`config.mk`:
```
export PLATFORM = sky130hd
export DESIGN_NAME = piano_mode_ctrl_flat
export DESIGN_NICKNAME = d
export VERILOG_FILES = /design/src/rtl/piano_mode_ctrl_if.sv /design/src/rtl/piano_mode_ctrl.sv /design/src/flat_wrapper.sv
export SDC_FILE = /design/constraint.sdc
export NUM_CORES = 1
export LEC_CHECK = 0
export ABC_AREA = 1
export CAP_MARGIN = 20
export CORE_ASPECT_RATIO = 0.75
export CORE_UTILIZATION = 56
export CTS_CLUSTER_SIZE = 12
export DETAILED_ROUTE_END_ITERATION = 8
export PLACE_DENSITY_LB_ADDON = 0.08
export RECOVER_POWER = 100
export SETUP_SLACK_MARGIN = 0.02
export SLEW_MARGIN = 10
export SYNTH_ARGS = -nofsm -noshare
export SYNTH_HDL_FRONTEND = slang
export SYNTH_SLANG_ARGS = --single-unit
```
`constraint.sdc`:
```
create_clock -name clk -period 11.4 [get_ports clk]
set_input_delay 2.28 -clock clk [delete_from_list [all_inputs] [get_ports clk]]
set_output_delay 2.28 -clock clk [all_outputs]
set_load 0.05 [all_outputs]
```
`src/rtl/piano_mode_ctrl_if.sv`:
```
// ---------------------------------------------------------------------------
// piano_mode_ctrl_if
//
// Groups the front-panel, keyboard and controller-status signals of the piano
// mode controller so they can be passed around as a single port.
//
//   btn_next     raw "advance cursor" button level
//   btn_confirm  raw "enter mode" button level
//   btn_back     raw "leave mode" button level
//   setting      raw remap request level
//   key_in       raw key levels, one bit per key
//   cursor       highlighted mode index (to the display decoder)
//   mode_en      one-hot enable of the running mode engine
//   remap_busy   high while the key remap table is being rebuilt
//   key_map      flattened key->note-slot table, slice k = slot of key k
//   note_out     remapped debounced keys for the active engine
//
// Modports: master = board side (drives buttons/keys, observes status),
//           slave  = the controller itself.
// N_MODES / N_KEYS must match the parameters of the attached controller.
// ---------------------------------------------------------------------------
interface piano_mode_ctrl_if #(
    parameter int N_MODES = 4,
    parameter int N_KEYS  = 8
);
    localparam int MW = $clog2(N_MODES);
    localparam int KW = $clog2(N_KEYS);

    logic                   btn_next;
    logic                   btn_confirm;
    logic                   btn_back;
    logic                   setting;
    logic [N_KEYS-1:0]      key_in;
    logic [MW-1:0]          cursor;
    logic [N_MODES-1:0]     mode_en;
    logic                   remap_busy;
    logic [N_KEYS*KW-1:0]   key_map;
    logic [N_KEYS-1:0]      note_out;

    modport master (
        output btn_next, btn_confirm, btn_back, setting, key_in,
        input  cursor, mode_en, remap_busy, key_map, note_out
    );

    modport slave (
        input  btn_next, btn_confirm, btn_back, setting, key_in,
        output cursor, mode_en, remap_busy, key_map, note_out
    );
endinterface

```
`src/rtl/piano_mode_ctrl.sv`:
```
// ---------------------------------------------------------------------------
// piano_mode_ctrl
//
// Top-level mode controller of the FPGA piano. Every raw button/key level is
// synchronised and debounced; rising edges of the debounced levels drive a
// three-state controller:
//   MENU  - btn_next cycles the cursor over N_MODES modes, btn_confirm enters
//           RUN, a held "setting" level enters REMAP.
//   RUN   - one-hot enable of the highlighted mode engine, debounced keys are
//           forwarded through the key->note table; btn_back returns to MENU.
//   REMAP - keys pressed in order receive note slots 0,1,2,...; once every
//           key has a slot the new table is committed. Dropping "setting"
//           before that aborts and keeps the old table.
//
// Ports:
//   clk  system clock
//   rst  asynchronous, active-high reset
//   bus  piano_mode_ctrl_if.slave (buttons/keys in, cursor/mode_en/
//        remap_busy/key_map/note_out out)
//
// Parameters:
//   N_MODES    number of selectable modes (>= 2)
//   N_KEYS     number of keys and note slots (>= 2)
//   DB_CYCLES  debounce stability window in clk cycles
// ---------------------------------------------------------------------------
module piano_mode_ctrl #(
    parameter int N_MODES   = 4,
    parameter int N_KEYS    = 8,
    parameter int DB_CYCLES = 1_000_000
) (
    input  logic             clk,
    input  logic             rst,
    piano_mode_ctrl_if.slave bus
);
    localparam int MW  = $clog2(N_MODES);
    localparam int KW  = $clog2(N_KEYS);
    // Debounced inputs: bit 0 next, 1 confirm, 2 back, 3 setting, 4.. keys.
    localparam int NIN = 4 + N_KEYS;
    localparam int CW  = $clog2(DB_CYCLES + 1);

    localparam logic [MW-1:0]      LAST_MODE = MW'(N_MODES - 1);
    localparam logic [KW-1:0]      LAST_SLOT = KW'(N_KEYS - 1);
    localparam logic [CW-1:0]      DB_LAST   = CW'(DB_CYCLES - 1);
    localparam logic [N_MODES-1:0] MODE_ONE  = {{(N_MODES-1){1'b0}}, 1'b1};

    typedef enum logic [1:0] {
        ST_MENU  = 2'd0,
        ST_RUN   = 2'd1,
        ST_REMAP = 2'd2
    } state_t;

    // -----------------------------------------------------------------------
    // Synchroniser + debouncer per raw input
    // -----------------------------------------------------------------------
    logic [NIN-1:0] raw_in;
    logic [NIN-1:0] db_lvl;

    assign raw_in = {bus.key_in, bus.setting, bus.btn_back, bus.btn_confirm, bus.btn_next};

    genvar gi;
    generate
        for (gi = 0; gi < NIN; gi++) begin : g_db
            logic          sync1_reg;
            logic          sync2_reg;
            logic          lvl_reg;
            logic [CW-1:0] cnt_reg;

            // The debounced level only follows the synchronised input after
            // DB_CYCLES consecutive samples that disagree with it; a single
            // agreeing sample (a bounce back) restarts the count.
            always_ff @(posedge clk or posedge rst) begin
                if (rst) begin
                    sync1_reg <= 1'b0;
                    sync2_reg <= 1'b0;
                    lvl_reg   <= 1'b0;
                    cnt_reg   <= '0;
                end else begin
                    sync1_reg <= raw_in[gi];
                    sync2_reg <= sync1_reg;
                    if (sync2_reg == lvl_reg) begin
                        cnt_reg <= '0;
                    end else if (cnt_reg == DB_LAST) begin
                        lvl_reg <= sync2_reg;
                        cnt_reg <= '0;
                    end else begin
                        cnt_reg <= cnt_reg + 1'b1;
                    end
                end
            end

            assign db_lvl[gi] = lvl_reg;
        end
    endgenerate

    // -----------------------------------------------------------------------
    // Rise pulses from the debounced levels
    // -----------------------------------------------------------------------
    logic [2:0]        btn_prev_reg;
    logic [N_KEYS-1:0] key_prev_reg;
    logic              next_p;
    logic              conf_p;
    logic              back_p;
    logic              set_lvl;
    logic [N_KEYS-1:0] key_db;
    logic [N_KEYS-1:0] key_p;

    assign next_p  = db_lvl[0] & ~btn_prev_reg[0];
    assign conf_p  = db_lvl[1] & ~btn_prev_reg[1];
    assign back_p  = db_lvl[2] & ~btn_prev_reg[2];
    assign set_lvl = db_lvl[3];
    assign key_db  = db_lvl[NIN-1:4];
    assign key_p   = key_db & ~key_prev_reg;

    // -----------------------------------------------------------------------
    // Controller state
    // -----------------------------------------------------------------------
    // map_reg is the live table. It is left untouched throughout REMAP, so it
    // doubles as the shadow copy: abort simply keeps it, commit overwrites it
    // with new_reg, the table being rebuilt.
    state_t             state_reg,   state_next;
    logic [MW-1:0]      cursor_reg,  cursor_next;
    logic [KW-1:0]      map_reg     [N_KEYS];
    logic [KW-1:0]      map_next    [N_KEYS];
    logic [KW-1:0]      new_reg     [N_KEYS];
    logic [KW-1:0]      new_next    [N_KEYS];
    logic [N_KEYS-1:0]  asg_reg,     asg_next;
    logic [KW-1:0]      slot_reg,    slot_next;
    logic [N_MODES-1:0] mode_en_reg, mode_en_next;
    logic [N_KEYS-1:0]  note_reg,    note_next;

    // Lowest-index rising key that does not have a slot yet; other keys
    // rising in the same cycle are dropped.
    logic [N_KEYS-1:0]  key_cand;
    logic               pick_valid;
    logic [KW-1:0]      pick_idx;

    always_comb begin
        key_cand   = key_p & ~asg_reg;
        pick_valid = 1'b0;
        pick_idx   = '0;
        for (int k = N_KEYS - 1; k >= 0; k--) begin
            if (key_cand[k]) begin
                pick_valid = 1'b1;
                pick_idx   = KW'(k);
            end
        end
    end

    always_comb begin
        state_next  = state_reg;
        cursor_next = cursor_reg;
        map_next    = map_reg;
        new_next    = new_reg;
        asg_next    = asg_reg;
        slot_next   = slot_reg;

        case (state_reg)
            ST_MENU: begin
                if (conf_p) begin
                    state_next = ST_RUN;
                end else begin
                    if (next_p) begin
                        cursor_next = (cursor_reg == LAST_MODE) ? '0 : cursor_reg + 1'b1;
                    end
                    if (set_lvl) begin
                        state_next = ST_REMAP;
                        new_next   = map_reg;
                        asg_next   = '0;
                        slot_next  = '0;
                    end
                end
            end

            ST_RUN: begin
                if (back_p) begin
                    state_next = ST_MENU;
                end
            end

            ST_REMAP: begin
                // Abort wins over a key arriving in the same cycle, even the
                // one that would have completed the table.
                if (!set_lvl) begin
                    state_next = ST_MENU;
                end else if (pick_valid) begin
                    new_next[pick_idx] = slot_reg;
                    asg_next[pick_idx] = 1'b1;
                    if (slot_reg == LAST_SLOT) begin
                        map_next   = new_next;
                        state_next = ST_MENU;
                    end else begin
                        slot_next = slot_reg + 1'b1;
                    end
                end
            end

            default: begin
                state_next = ST_MENU;
            end
        endcase

        // Outputs are registered from the next state so they change on the
        // same edge as the state itself.
        mode_en_next = '0;
        if (state_next == ST_RUN) begin
            mode_en_next = MODE_ONE << cursor_next;
        end

        note_next = '0;
        if (state_next == ST_RUN) begin
            for (int k = 0; k < N_KEYS; k++) begin
                note_next[map_reg[k]] = note_next[map_reg[k]] | key_db[k];
            end
        end
    end

    always_ff @(posedge clk or posedge rst) begin
        if (rst) begin
            state_reg    <= ST_MENU;
            cursor_reg   <= '0;
            asg_reg      <= '0;
            slot_reg     <= '0;
            mode_en_reg  <= '0;
            note_reg     <= '0;
            btn_prev_reg <= '0;
            key_prev_reg <= '0;
            for (int k = 0; k < N_KEYS; k++) begin
                map_reg[k] <= KW'(k);
                new_reg[k] <= KW'(k);
            end
        end else begin
            state_reg    <= state_next;
            cursor_reg   <= cursor_next;
            asg_reg      <= asg_next;
            slot_reg     <= slot_next;
            mode_en_reg  <= mode_en_next;
            note_reg     <= note_next;
            btn_prev_reg <= db_lvl[2:0];
            key_prev_reg <= key_db;
            map_reg      <= map_next;
            new_reg      <= new_next;
        end
    end

    // -----------------------------------------------------------------------
    // Outputs
    // -----------------------------------------------------------------------
    assign bus.cursor     = cursor_reg;
    assign bus.mode_en    = mode_en_reg;
    assign bus.remap_busy = (state_reg == ST_REMAP);
    assign bus.note_out   = note_reg;

    generate
        for (gi = 0; gi < N_KEYS; gi++) begin : g_map_out
            assign bus.key_map[gi*KW +: KW] = map_reg[gi];
        end
    endgenerate

endmodule

```
`src/flat_wrapper.sv`:
```
// flat-port wrapper written by rule: the top's interface ports become plain ports
module piano_mode_ctrl_flat 
#(
    parameter int N_MODES   = 4,
    parameter int N_KEYS    = 8,
    parameter int DB_CYCLES = 1_000_000
)
  (clk, rst, bus_btn_next, bus_btn_confirm, bus_btn_back, bus_setting, bus_key_in, bus_cursor, bus_mode_en, bus_remap_busy, bus_key_map, bus_note_out);
  piano_mode_ctrl_if #(.N_MODES(N_MODES), .N_KEYS(N_KEYS)) bus_i ();
  input  logic clk;
  input  logic rst;
  input wire logic [$bits(bus_i.btn_next)-1:0] bus_btn_next;
  input wire logic [$bits(bus_i.btn_confirm)-1:0] bus_btn_confirm;
  input wire logic [$bits(bus_i.btn_back)-1:0] bus_btn_back;
  input wire logic [$bits(bus_i.setting)-1:0] bus_setting;
  input wire logic [$bits(bus_i.key_in)-1:0] bus_key_in;
  output wire logic [$bits(bus_i.cursor)-1:0] bus_cursor;
  output wire logic [$bits(bus_i.mode_en)-1:0] bus_mode_en;
  output wire logic [$bits(bus_i.remap_busy)-1:0] bus_remap_busy;
  output wire logic [$bits(bus_i.key_map)-1:0] bus_key_map;
  output wire logic [$bits(bus_i.note_out)-1:0] bus_note_out;
  assign bus_i.btn_next = bus_btn_next;
  assign bus_i.btn_confirm = bus_btn_confirm;
  assign bus_i.btn_back = bus_btn_back;
  assign bus_i.setting = bus_setting;
  assign bus_i.key_in = bus_key_in;
  assign bus_cursor = bus_i.cursor;
  assign bus_mode_en = bus_i.mode_en;
  assign bus_remap_busy = bus_i.remap_busy;
  assign bus_key_map = bus_i.key_map;
  assign bus_note_out = bus_i.note_out;
  piano_mode_ctrl #(.N_MODES(N_MODES), .N_KEYS(N_KEYS), .DB_CYCLES(DB_CYCLES)) u_core (.clk(clk), .rst(rst), .bus(bus_i));
endmodule
```
Yosys cells after proc, flatten, opt, wreduce, memory -nomap -nowiden:

Memory sizes are Yosys's and may differ from the RTL's.
Cells that the tools add are included.

* register bits: 362
* ROM bits: 8
* output and inout port bits: 39
* memories: 1

Memories
* (no name shown): words 8, width 1, read ports 1, clocked after memory_dff 0, write ports 0, RTL line piano_mode_ctrl.sv:212 `note_next[map_reg[k]] = note_next[map_reg[k]] | key_db[k];`

* add/subtract/negate cells: 14
* order comparisons: 20
* eq/ne operators: 34
* shifts and indexed selects: 1
* mux-type cells: 112
* bitwise logic cells: 33
* reductions and logical operators: 27

Operators with widths (number)
* 20-bit two-way mux: 24
* 20-bit by 1-bit adder with 20-bit output (second input constant): 12
* 20-bit equality test (second input constant): 12
* 24-bit two-way mux: 4
* 8-bit bitwise mux: 7
* 24-bit one-hot mux with 2 select lines: 1
* 3-bit two-way mux: 14
* 8-bit two-way mux: 5
* 3-bit by 4-bit < comparator with 1-bit output (second input constant): 9
* 1-bit demux with 3-bit select: 9
* 3-bit by 1-bit greater-or-equal comparator with 1-bit output (second input constant): 9
* 1-bit two-way mux: 25
* 8-bit AND: 3
* 24-bit bitwise mux: 1
* 2-bit AND reduction: 12
* 1-bit binary-select mux with 3-bit select: 7
* 2-bit two-way mux: 10
* 8-bit inverter: 2
* 8-bit one-hot mux with 2 select lines: 1
* 1-bit inverter: 15
* 1-bit equality test: 12
* 1-bit logical AND: 10
* 3-bit demux with 3-bit select: 1
* 1-bit OR: 8
* 21 further kinds: 28

Longest topological paths before layout:

Gate-level depths: netlist (run 1).

* depth in word-level cells: 34
* mapped depth: 35

Worst setup path before layout (run 1):

No wires, ideal clock.

* path kind: reg-to-reg
* start point: register u_core.map_reg, in the netlist u_core.bus.key_map[5]
* end point: register u_core.note_reg[6] (netlist: u_core.bus.note_out[6])
* library setup time: 0.113 ns
* arrival time: 4.073 ns
* slack: 7.214 ns
* cell stages (with the launch flop): 36
* cells stage by stage: dfrtp_1 -> inv_2 -> nand2_2 -> nor2_1 -> nand2_1 -> nand2_1 -> nor2_4 -> nand4_1 -> nand3_1 -> nand2_2 -> nor2_4 -> nand4_1 -> nand3_1 -> nand2_2 -> nor2_4 -> nand4_1 -> nand3_1 -> nand2_2 -> nor2_4 -> nand4_1 -> nand3_1 -> nand2_2 -> nor2_4 -> nand4_1 -> nand3_1 -> nand2_2 -> nor2_4 -> nand3_2 -> nand2_1 -> nand2_1 -> nand2_1 -> nand2_2 -> nor2_4 -> nand4_1 -> nand2_1 -> inv_1

* cells in the longest elaborated chain, start to end: 30
* elaborated cells between the ends (all ways): 34

RTL lines
* start, declared: RTL line piano_mode_ctrl.sv:122 `logic [KW-1:0] map_reg [N_KEYS];`
* start signal, assigned by index: RTL line piano_mode_ctrl.sv:228 `map_reg[k] <= KW'(k);`
* start signal, assigned: RTL line piano_mode_ctrl.sv:240 `map_reg <= map_next;`
* 3-bit by 4-bit < comparator with 1-bit output (not written as such) / 3-bit by 1-bit greater-or-equal comparator with 1-bit output (equally long branches): RTL line piano_mode_ctrl.sv:212
* 1-bit logical AND (not written as such): RTL line piano_mode_ctrl.sv:212
* 1-bit two-way mux (not written as such): RTL line piano_mode_ctrl.sv:212
* 1-bit demux with 3-bit select
* 8-bit bitwise mux *: RTL line piano_mode_ctrl.sv:212
* 1-bit binary-select mux with 3-bit select: RTL line piano_mode_ctrl.sv:212
* 1-bit two-way mux (not written as such): RTL line piano_mode_ctrl.sv:212
* 1-bit OR: RTL line piano_mode_ctrl.sv:212
* [15 not listed]
* 1-bit OR: RTL line piano_mode_ctrl.sv:212
* 8-bit bitwise mux *: RTL line piano_mode_ctrl.sv:212
* 1-bit binary-select mux with 3-bit select: RTL line piano_mode_ctrl.sv:212
* 1-bit two-way mux (not written as such): RTL line piano_mode_ctrl.sv:212
* 1-bit OR: RTL line piano_mode_ctrl.sv:212
* 8-bit bitwise mux *: RTL line piano_mode_ctrl.sv:212
* 8-bit two-way mux *: RTL line piano_mode_ctrl.sv:210 `if (state_next == ST_RUN) begin`
* net u_core.note_next[6]: RTL line piano_mode_ctrl.sv:129 `logic [N_KEYS-1:0] note_reg, note_next;`
* end signal, assigned: RTL line piano_mode_ctrl.sv:237 `note_reg <= note_next;`
* end, declared: RTL line piano_mode_ctrl.sv:129

The timed path passes the listed nets; every way through them passes the cells marked *. The select of a mux whose other input is x is not followed.
A chain may end at the register's enable or synchronous reset.

Final worst setup path (run 1):

* start point: register u_core.map_reg, in the netlist u_core.bus.key_map[3]
* end point: register u_core.note_reg[1] (netlist: u_core.bus.note_out[1])

The elaborated chain is that of the path after synthesis.

==> impl_metrics.yaml, run 1 <==
final_layout:
  nNetsFinal: 2295
  layout_common_cells: "dfrtp_1 (338), nand2_1 (333), inv_1 (310)"
  area_growth_syn_to_layout_pct: 11.6
  antenna-diode-count: 0
  largest_reg_flops: 240
  drive_gt1_frac: 0.0523
  final_common_cell: "dfrtp_1"
  finish.instance_area_um2: 20100
setup_path:
  r2r_end: "u_core.bus.note_out[1]$_DFF_PP0_"
  critPathBufInv: 2
  r2r_start: "u_core.bus.key_map[3]$_DFFE_PP1P_"
  slowest_delay_ns: 0.65
  crit_family: "simple AND/OR/NAND/NOR gates"
  critPathRequiredTime_ns: 11.82
  end_kind: "flip-flop"
  path_class: "flip-flop to flip-flop"
  r2r_cells: 31
  cp_slowest_cell: "dfstp_1"
  cp-start-kind: "flip-flop"
  worst-path-max-fanout: 11
  arrival_ns: 6.73
  rrSetupSlack_ns: 5.09
yosys:
  synth_nets: 2219
  synthCells: 2190
  ys_ff_latch: 362
  yosys-top-cells-area: "dfrtp_1 (47%), nand2_1 (6.9%), inv_1 (6.5%)"
  synth_area_um2: 18000
  seq_area_frac_synth: 0.504
  synth_top_area_share: 0.469
  ys_warn_count: 0
  synth_top_area_cell: "dfrtp_1"
  syn_area_per_cell_um2: 8.24
  ys_types: 38
sta:
  fin_tns_setup_ns: 0
  rsz0062_at_grt: "no"
  fin_ws_ns: 5.09
  finalHoldViolations: 0
  slew_headroom: -1.15
  tightest_slew_ns: 3.23
  fin_skew_ns: 0.00799
  min_period_ns: 6.31
  setup_viol: 0
  finalCritPeriodShare: 0.554
  max_freq_mhz: 158
  drv_slew: 167
place:
  numPortBuffers: 52
  gp_congestion: 0.912
  placed_area_um2: 19000
  dp_slack_ns: 6.86
  dp_hpwl_mm: 26.4
route:
  vias: 14600
  wirelength_mm: 37.5
  drc_errors: 0
  wl_per_cell_um: 13.9
  ant_nets: 0
  dr.pass1.iters: 5
  drt_iter0_markers: 1090
  viasPerCell: 5.40
clock_network:
  clkTransAtPathRegs_ns: 0.06
  ctsHoldBuffers: 0
  root_buffer: "clkbuf_16"
  cts_resized: 0
  post_cts_buffers: 0
  clock_path_buffers: 3
  cts_sinks: 362
  numCtsBuffers: 38
  htree_num_levels: 2
  cts_tree: "yes"
  insertion_delay_ns: 0.53
power:
  switching_share: 0.218
  pwr-share-seq: 0.514
  p_int_mw: 1.99
  vdd_drop_max_mv: 0.0828
  switchingPower_uw: 555
  p_clk_frac: 0.458
  p_per_area_nw_per_um2: 127
  p_total_mw: 2.55
  power_leakage_nw: 9.05
  comb_power_share: 0.027
worst_hold_path:
  min_to: "u_core.g_db[1].sync2_reg$_DFF_PP0_"
  worstHoldStart: "u_core.g_db[1].sync1_reg$_DFF_PP0_"
  min_path_type: "flip-flop to flip-flop"
  hold_depth: 0
floorplan:
  design.die.area_um2: 32900
  start_util: 0.574
  coreArea_um2: 31500
  io_pins: 53
  die_x_um: 209
  std_cell_rows: 56
  die_y_um: 157
global_route:
  use_met2: 0.363
  antenna_found_initial: 0
  grt_pass1_wl_mm: 64.8
  gr-total-overflow: 0
  use_met1: 0.350
  met3_usage: 0.0399
  grt_pass1_vias: 13800
  grt-busiest-layer: "met2"
  grt_usage: 0.238
  grt_start_max_net_pins: 192
run:
  maxCapViolCount: 3
run_status:
  violations: "capacitance limit, slew limit"
  outcome: "complete, but fails checks"
==> final cells by class <==
class                   count  area [µm²]
fillers                  2692       11300
flip-flops and latches    362        9090
multi-input cells        1475        7570
inverters                 328        1230
clock buffers              63        1130
repair buffers             61         574
well taps                 406         508
clock inverters             4        27.5
==> routing by layer <==
metal	wire length (µm)	part of all wire	up-vias
met5	0	0	-
met4	611	0.016	0
met3	1660	0.044	46
met2	16400	0.44	268
met1	18800	0.50	6826
li1	-	-	7441
==> power by group through the flow <==
stage	clock network, mW	logic [mW]	registers, mW
2_1_floorplan	0	0.0527	1.33
3_3_place_gp	0	0.0728	1.33
3_5_place_dp	0	0.0738	1.33
4_1_cts	1.20	0.0740	1.31
5_1_grt	1.25	0.0834	1.31
6_report	1.17	0.0697	1.31
==> worst register-to-register path, delay by kind of cell (launching register included) <==
| kind | cells | cell delay, ns |
|---|---|---|
| AND/OR/NAND/NOR | 29 | 5.34 |
| flip-flops | 1 | 0.65 |
| buffers and inverters | 2 | 0.19 |
==> cells by family (layout without fill, tap and decap cells) <==
group,count (synthesis),count (layout),synth area share
adders and majority gates,15,15,0.0104
muxes,11,11,0.00687
DFF,362,362,0.504
xor gates and xnor gates,50,50,0.0243
buffers and inverters,353,456,0.0739
AOI/OAI and AO/OA,306,306,0.100
and+or+nand+nor,1093,1093,0.280
==> stage by stage <==
stage	cells	util	hold slack, ns
after floorplan	2190	-	0.331
after global placement	2631	0.605	0.332
after detailed placement	2631	0.605	0.336
after CTS	2698	0.642	0.349
after global routing	2699	0.640	0.358
final	2699	0.640	0.347
==> worst max-delay path by stage <==
stage	startpoint	endpoint	slack [ns]	cells after the start
after global routing	u_core.bus.key_map[3]$_DFFE_PP1P_	u_core.bus.note_out[1]$_DFF_PP0_	4.26	31
after floorplan	rst	u_core.asg_reg[0]$_DFFE_PP0P_	4.29	1
after detailed placement	u_core.bus.key_map[3]$_DFFE_PP1P_	u_core.bus.note_out[7]$_DFF_PP0_	6.86	31
final	u_core.bus.key_map[3]$_DFFE_PP1P_	u_core.bus.note_out[1]$_DFF_PP0_	5.09	31
after global placement	rst	u_core.g_db[9].cnt_reg[4]$_DFF_PP0_	6.91	4
after CTS	u_core.bus.key_map[3]$_DFFE_PP1P_	u_core.bus.note_out[3]$_DFF_PP0_	6.83	31
==> cell usage after synthesis <==
cell,n
buf_6,1
xor2_1,28
nand2_2,9
a21oi_1,102
o21bai_1,4
dfrtp_1,338
clkbuf_1,23
nor3_1,159
nor2_2,1
buf_2,1
nand4_1,91
clkinv_1,5
mux2_2,11
inv_2,12
nor4_1,20
nand3b_1,2
nor2_1,299
nor3b_1,46
inv_1,311
o21a_1,15
a21oi_4,1
a21o_1,38
o21ai_2,1
xnor2_1,22
dfstp_2,24
o221ai_1,24
o21ai_0,97
a31oi_1,16
o22ai_1,7
or2_2,2
o41ai_1,1
nand2_1,333
and3_1,9
nand3_2,1
or4_1,1
nand3_1,106
nor2_4,14
ha_1,15
(Power assumes the default switching activity.)
==> run 2: changes to the inputs <==
Clock period 11.4 ns to 5.1 ns, I/O delays scaled along.
==> run 2 against run 1 <==
Compared with the run above: the run now ends clean; core utilization increased by 0.86 points; register-to-register slack worse by 4.7 ns; critical path depth grew 3; global-route usage shrank 0.13 points; combinational power is 130% higher; non-clock buffer count rose by 19; flip-flop and latch count unchanged; sequential share of layout area fell by 0.56 points; worst hold slack lost 0.0034 ns; power grew 120%; largest cell class unchanged; largest power group unchanged.
==> impl_metrics.yaml, run 2 (same netlist as run 1, synthesis figures left out) <==
sta:
  tightest_slew_ns: 0.878
  setup_viol: 0
  rsz0062_at_grt: "yes"
  finalCritPeriodShare: 0.929
  max_freq_mhz: 211
  drv_slew: 0
  fin_ws_ns: 0.360
  slew_headroom: 0.411
  fin_skew_ns: 0.0154
  min_period_ns: 4.74
  finalHoldViolations: 0
setup_path:
  cp-start-kind: "flip-flop"
  end_kind: "flip-flop"
  arrival_ns: 5.17
  r2r_end: "u_core.bus.note_out[6]$_DFF_PP0_"
  crit_cells: 34
  r2r_cells: 34
  critPathRequiredTime_ns: 5.53
  worst-path-max-fanout: 8
  path_class: "flip-flop to flip-flop"
  rrSetupSlack_ns: 0.36
  r2r_start: "u_core.bus.key_map[3]$_DFFE_PP1P_"
  critPathBufInv: 2
  slowest_delay_ns: 0.59
  endpoint: "u_core.bus.note_out[6]$_DFF_PP0_"
  cp_slowest_cell: "dfstp_2"
  crit_family: "simple AND/OR/NAND/NOR gates"
  critPathLaunch: "u_core.bus.key_map[3]$_DFFE_PP1P_"
final_layout:
  area_growth_syn_to_layout_pct: 13.1
  largest_reg_flops: 240
  drive_gt1_frac: 0.0734
  final_util: 0.648
  final_common_cell: "dfrtp_1"
  nFillCells: 2648
  layout_common_cells: "dfrtp_1 (332), nand2_1 (325), inv_1 (310)"
  antenna-diode-count: 0
  nNetsFinal: 2313
clock_network:
  cts_sinks: 362
  numCtsBuffers: 37
  clkTransAtPathRegs_ns: 0.06
  clock_path_buffers: 3
  root_buffer: "clkbuf_16"
  htree_num_levels: 2
  insertion_delay_ns: 0.54
  cts_tree: "yes"
global_route:
  antenna_found_initial: 0
  gr-total-overflow: 0
  grt_start_max_net_pins: 152
  grt_pass1_wl_mm: 64.8
  grt_pass1_vias: 13800
  grt_usage: 0.237
place:
  dp_slack_ns: 0.598
  dp_hpwl_mm: 26.3
  gp_congestion: 0.883
  numPortBuffers: 52
route:
  wl_per_cell_um: 14.1
  drc_errors: 0
  wirelength_mm: 38.2
  viasPerCell: 5.44
  ant_nets: 0
  drt_iter0_markers: 951
  vias: 14700
  dr.pass1.iters: 6
floorplan:
  coreArea_um2: 31500
  std_cell_rows: 56
  die_x_um: 209
  io_pins: 53
  die_y_um: 157
  design.die.area_um2: 32900
  start_util: 0.574
run:
  maxCapViolCount: 0
power:
  p_per_area_nw_per_um2: 278
  vdd_drop_max_mv: 0.247
  power_leakage_nw: 9.05
worst_hold_path:
  min_path_type: "flip-flop to flip-flop"
run_status:
  outcome: "complete, no violations"
-- run 2: cell types whose count changed in the layout (fill, tap and decap cells not counted), sizes merged --
cell	before	now
clkdlybuf4s50	0	52
buf	2	28
dlygate4sd3	52	0
clkinv	8	7
clkbuf	70	53
bufinv	0	1
-- run 2: per-stage QoR --
stage / TNS [ns] / cell area, µm² / hold WS [ns] / cells / power (mW)
2_1_floorplan: -255.08 / 18000 / 0.331 / 2190 / 3.09
3_3_place_gp: 0 / 19100 / 0.332 / 2629 / 3.14
3_5_place_dp: 0 / 19100 / 0.335 / 2629 / 3.15
4_1_cts: 0 / 20200 / 0.349 / 2686 / 5.75
5_1_grt: -0.219 / 20400 / 0.353 / 2708 / 5.88
6_report: 0 / 20400 / 0.344 / 2708 / 5.67
-- run 2: worst min path at each step --
| stage | from | end | slack, ns | cells past startpoint |
|---|---|---|---|---|
| floorplan | u_core.g_db[0].sync1_reg$_DFF_PP0_ | u_core.g_db[0].sync2_reg$_DFF_PP0_ | 0.33 | 0 |
| global placement | u_core.g_db[1].sync1_reg$_DFF_PP0_ | u_core.g_db[1].sync2_reg$_DFF_PP0_ | 0.33 | 0 |
| detailed placement | u_core.g_db[7].sync1_reg$_DFF_PP0_ | u_core.g_db[7].sync2_reg$_DFF_PP0_ | 0.33 | 0 |
| CTS | u_core.g_db[1].sync1_reg$_DFF_PP0_ | u_core.g_db[1].sync2_reg$_DFF_PP0_ | 0.35 | 0 |
| global route | u_core.g_db[0].sync1_reg$_DFF_PP0_ | u_core.g_db[0].sync2_reg$_DFF_PP0_ | 0.35 | 0 |
| finish | u_core.g_db[0].sync1_reg$_DFF_PP0_ | u_core.g_db[0].sync2_reg$_DFF_PP0_ | 0.34 | 0 |
-- run 2: what timing repair did --
item	4_1_cts	5_1_grt
buffers inserted	0	20
hold buffers	0	0
gates resized for setup	0	22
endpoints found under the setup margin	0	8
-- run 2: power by group --
| part | switching, mW | internal [mW] | leakage, nW | total (mW) |
|---|---|---|---|---|
| sequential | 0.0227 | 2.91 | 4.88 | 2.93 |
| combinational | 0.115 | 0.0476 | 3.63 | 0.163 |
| clock | 1.10 | 1.48 | 0.545 | 2.58 |
-- run 2: final cells by class --
type,instances,area [µm²],area share
tap,406,508,0.0249
clock inverter,4,71.3,0.00350
sequential,362,9100,0.446
clock buffer,53,1050,0.0513
multi-input combinational,1475,7670,0.376
timing repair buffer,80,769,0.0377
inverter,328,1240,0.0607
-- run 2: per-layer routing --
layer | global-route usage | wire (µm) | up-vias
li1 | - | - | 7447
met1 | 0.348 | 19200 | 6917
met2 | 0.366 | 16700 | 321
met4 | 0.0644 | 612 | 0
met3 | 0.0341 | 1740 | 54
met5 | 0 | 0 | -
==> run 3: changes to the inputs <==
Settings changed: CORE_UTILIZATION 56 to 58, CTS_BUF_LIST from default to sky130_fd_sc_hd__clkbuf_8, SETUP_SLACK_MARGIN 0.02 to default.
==> run 3 against run 2 <==
Compared with the run above: the flow now finishes with violations (capacitance limit, slew limit); final area shrank 0.16%; non-clock buffer count fell by 9; final cell count increased by 1.3%; worst setup slack improved by 0.15 ns; die area shrank 3.4%; critical path type unchanged; global-route usage rose by 0.80 points; sequential share of layout area up 0.071 points; largest cell class unchanged; routed wire length fell by 2.3%; clock-buffer cell count is 19 higher; combinational power down 4%; clock skew grew 0.020 ns; critical endpoint is now u_core.bus.note_out[7]$_DFF_PP0_; critical path depth is the same.
==> impl_metrics.yaml, run 3 (same netlist as run 1, synthesis figures left out) <==
run_status:
  outcome: "complete, but fails checks"
  violations: "capacitance limit, slew limit"
setup_path:
  arrival_ns: 5.10
  r2r_start: "u_core.bus.key_map[3]$_DFFE_PP1P_"
  r2r_end: "u_core.bus.note_out[7]$_DFF_PP0_"
  end_kind: "flip-flop"
  slowest_delay_ns: 0.61
  r2r_cells: 34
  cp_common_cell: "nand2_1"
  rrSetupSlack_ns: 0.51
  critPathLaunch: "u_core.bus.key_map[3]$_DFFE_PP1P_"
  path_class: "flip-flop to flip-flop"
  cp_slowest_cell: "dfstp_2"
  cp-start-kind: "flip-flop"
  worst-path-max-fanout: 11
  critPathRequiredTime_ns: 5.61
clock_network:
  htree_num_levels: 2
  cts_sinks: 362
  clkTransAtPathRegs_ns: 0.06
  cts_tree: "yes"
  ctsHoldBuffers: 0
  root_buffer: "clkbuf_8"
  numCtsBuffers: 57
  clock_path_buffers: 3
  insertion_delay_ns: 0.63
place:
  dp_hpwl_mm: 26.8
  placed_area_um2: 19100
  dp_slack_ns: 0.592
  gp_congestion: 0.873
  numPortBuffers: 52
floorplan:
  io_pins: 53
  coreArea_um2: 30300
  die_y_um: 155
  design.die.area_um2: 31800
  std_cell_rows: 55
  die_x_um: 206
  start_util: 0.595
final_layout:
  drive_gt1_frac: 0.0802
  layout_common_cells: "dfrtp_1 (332), nand2_1 (331), inv_1 (329)"
  antenna-diode-count: 0
  nNetsFinal: 2324
  finish.instance_area_um2: 20400
  final_common_cell: "dfrtp_1"
  largest_reg_flops: 240
  area_growth_syn_to_layout_pct: 12.9
worst_hold_path:
  hold_depth: 0
  min_to: "u_core.g_db[2].sync2_reg$_DFF_PP0_"
  min_path_type: "flip-flop to flip-flop"
  worstHoldStart: "u_core.g_db[2].sync1_reg$_DFF_PP0_"
sta:
  fin_ws_ns: 0.511
  drv_slew: 304
  fin_skew_ns: 0.0354
  slew_headroom: -0.775
  finalHoldViolations: 0
  fin_tns_setup_ns: 0
  min_period_ns: 4.59
  finalCritPeriodShare: 0.900
  tightest_slew_ns: 2.66
  max_freq_mhz: 218
  setup_viol: 0
global_route:
  grt_pass1_vias: 13900
  grt_pass1_wl_mm: 64.4
  grt_start_max_net_pins: 110
  antenna_found_initial: 0
  gr-total-overflow: 0
  grt_usage: 0.245
route:
  ant_nets: 0
  vias: 14600
  viasPerCell: 5.34
  wirelength_mm: 37.4
  drc_errors: 0
  drt_iter0_markers: 1058
  dr.pass1.iters: 5
  wl_per_cell_um: 13.6
power:
  vdd_drop_max_mv: 0.226
  power_leakage_nw: 9.28
  p_per_area_nw_per_um2: 280
run:
  maxCapViolCount: 4
run 3: cell types whose count changed in the layout (fill, tap and decap cells not counted), moves of 5 or more:
cell / change
buf_4: -13
clkbuf_1: -5
clkbuf_16: -38
clkbuf_8: +68
clkdlybuf4s50_1: -52
clkinv_2: +8
dlygate4sd3_1: +52
inv_1: +19
nand2_1: +6
nand2_2: -5
run 3: layout make-up:
cell class	count	area, µm²
clock buffers	72	991
flip-flops and latches	362	9100
multi-input cells	1475	7640
clock inverters	35	255
well taps	399	499
repair buffers	71	648
fillers	2521	9980
inverters	328	1230
run 3: power breakdown:
group	leakage (nW)	total [mW]	internal, mW	switching, mW
registers	4.88	2.93	2.91	0.0220
logic	3.69	0.156	0.0425	0.114
clock network	0.715	2.62	1.44	1.18
run 3: stage by stage:
stage / util / total power [mW] / hold slack (ns) / std cells
3_3_place_gp: 0.628 / 3.14 / 0.335 / 2625
2_1_floorplan: - / 3.09 / 0.331 / 2190
4_1_cts: 0.669 / 5.80 / 0.347 / 2732
6_report: 0.671 / 5.70 / 0.346 / 2742
5_1_grt: 0.671 / 5.94 / 0.358 / 2742
3_5_place_dp: 0.628 / 3.15 / 0.338 / 2625
run 3: what timing repair did:
action                     CTS  global route
setup buffers                0             9
setup endpoints to repair    0             8
hold endpoints to repair     0             0
resized for setup            0            13
run 3: worst max-delay path, delay by kind of cell (launching register included):
| kind | cells | cell delay [ns] |
|---|---|---|
| and+or+nand+nor | 30 | 3.52 |
| AOI/OAI and AO/OA | 1 | 0.08 |
| buffers and inverters | 3 | 0.28 |
| DFF | 1 | 0.61 |
run 3: per-layer routing:
layer  track usage  part of all wire
met1         0.367              0.51
met2         0.364              0.42
met3        0.0483             0.053
met4        0.0600             0.014
met5             0                 0
run 3: how the worst max path moves through the flow:
stage	endpoint	slack, ns	cells past startpoint
finish	u_core.bus.note_out[7]$_DFF_PP0_	0.51	34
global route	u_core.bus.note_out[4]$_DFF_PP0_	-0.02	32
CTS	u_core.bus.note_out[7]$_DFF_PP0_	0.59	31
detailed placement	u_core.bus.note_out[1]$_DFF_PP0_	0.59	31
global placement	u_core.bus.note_out[2]$_DFF_PP0_	0.72	31
floorplan	u_core.asg_reg[0]$_DFFE_PP0P_	-0.75	1
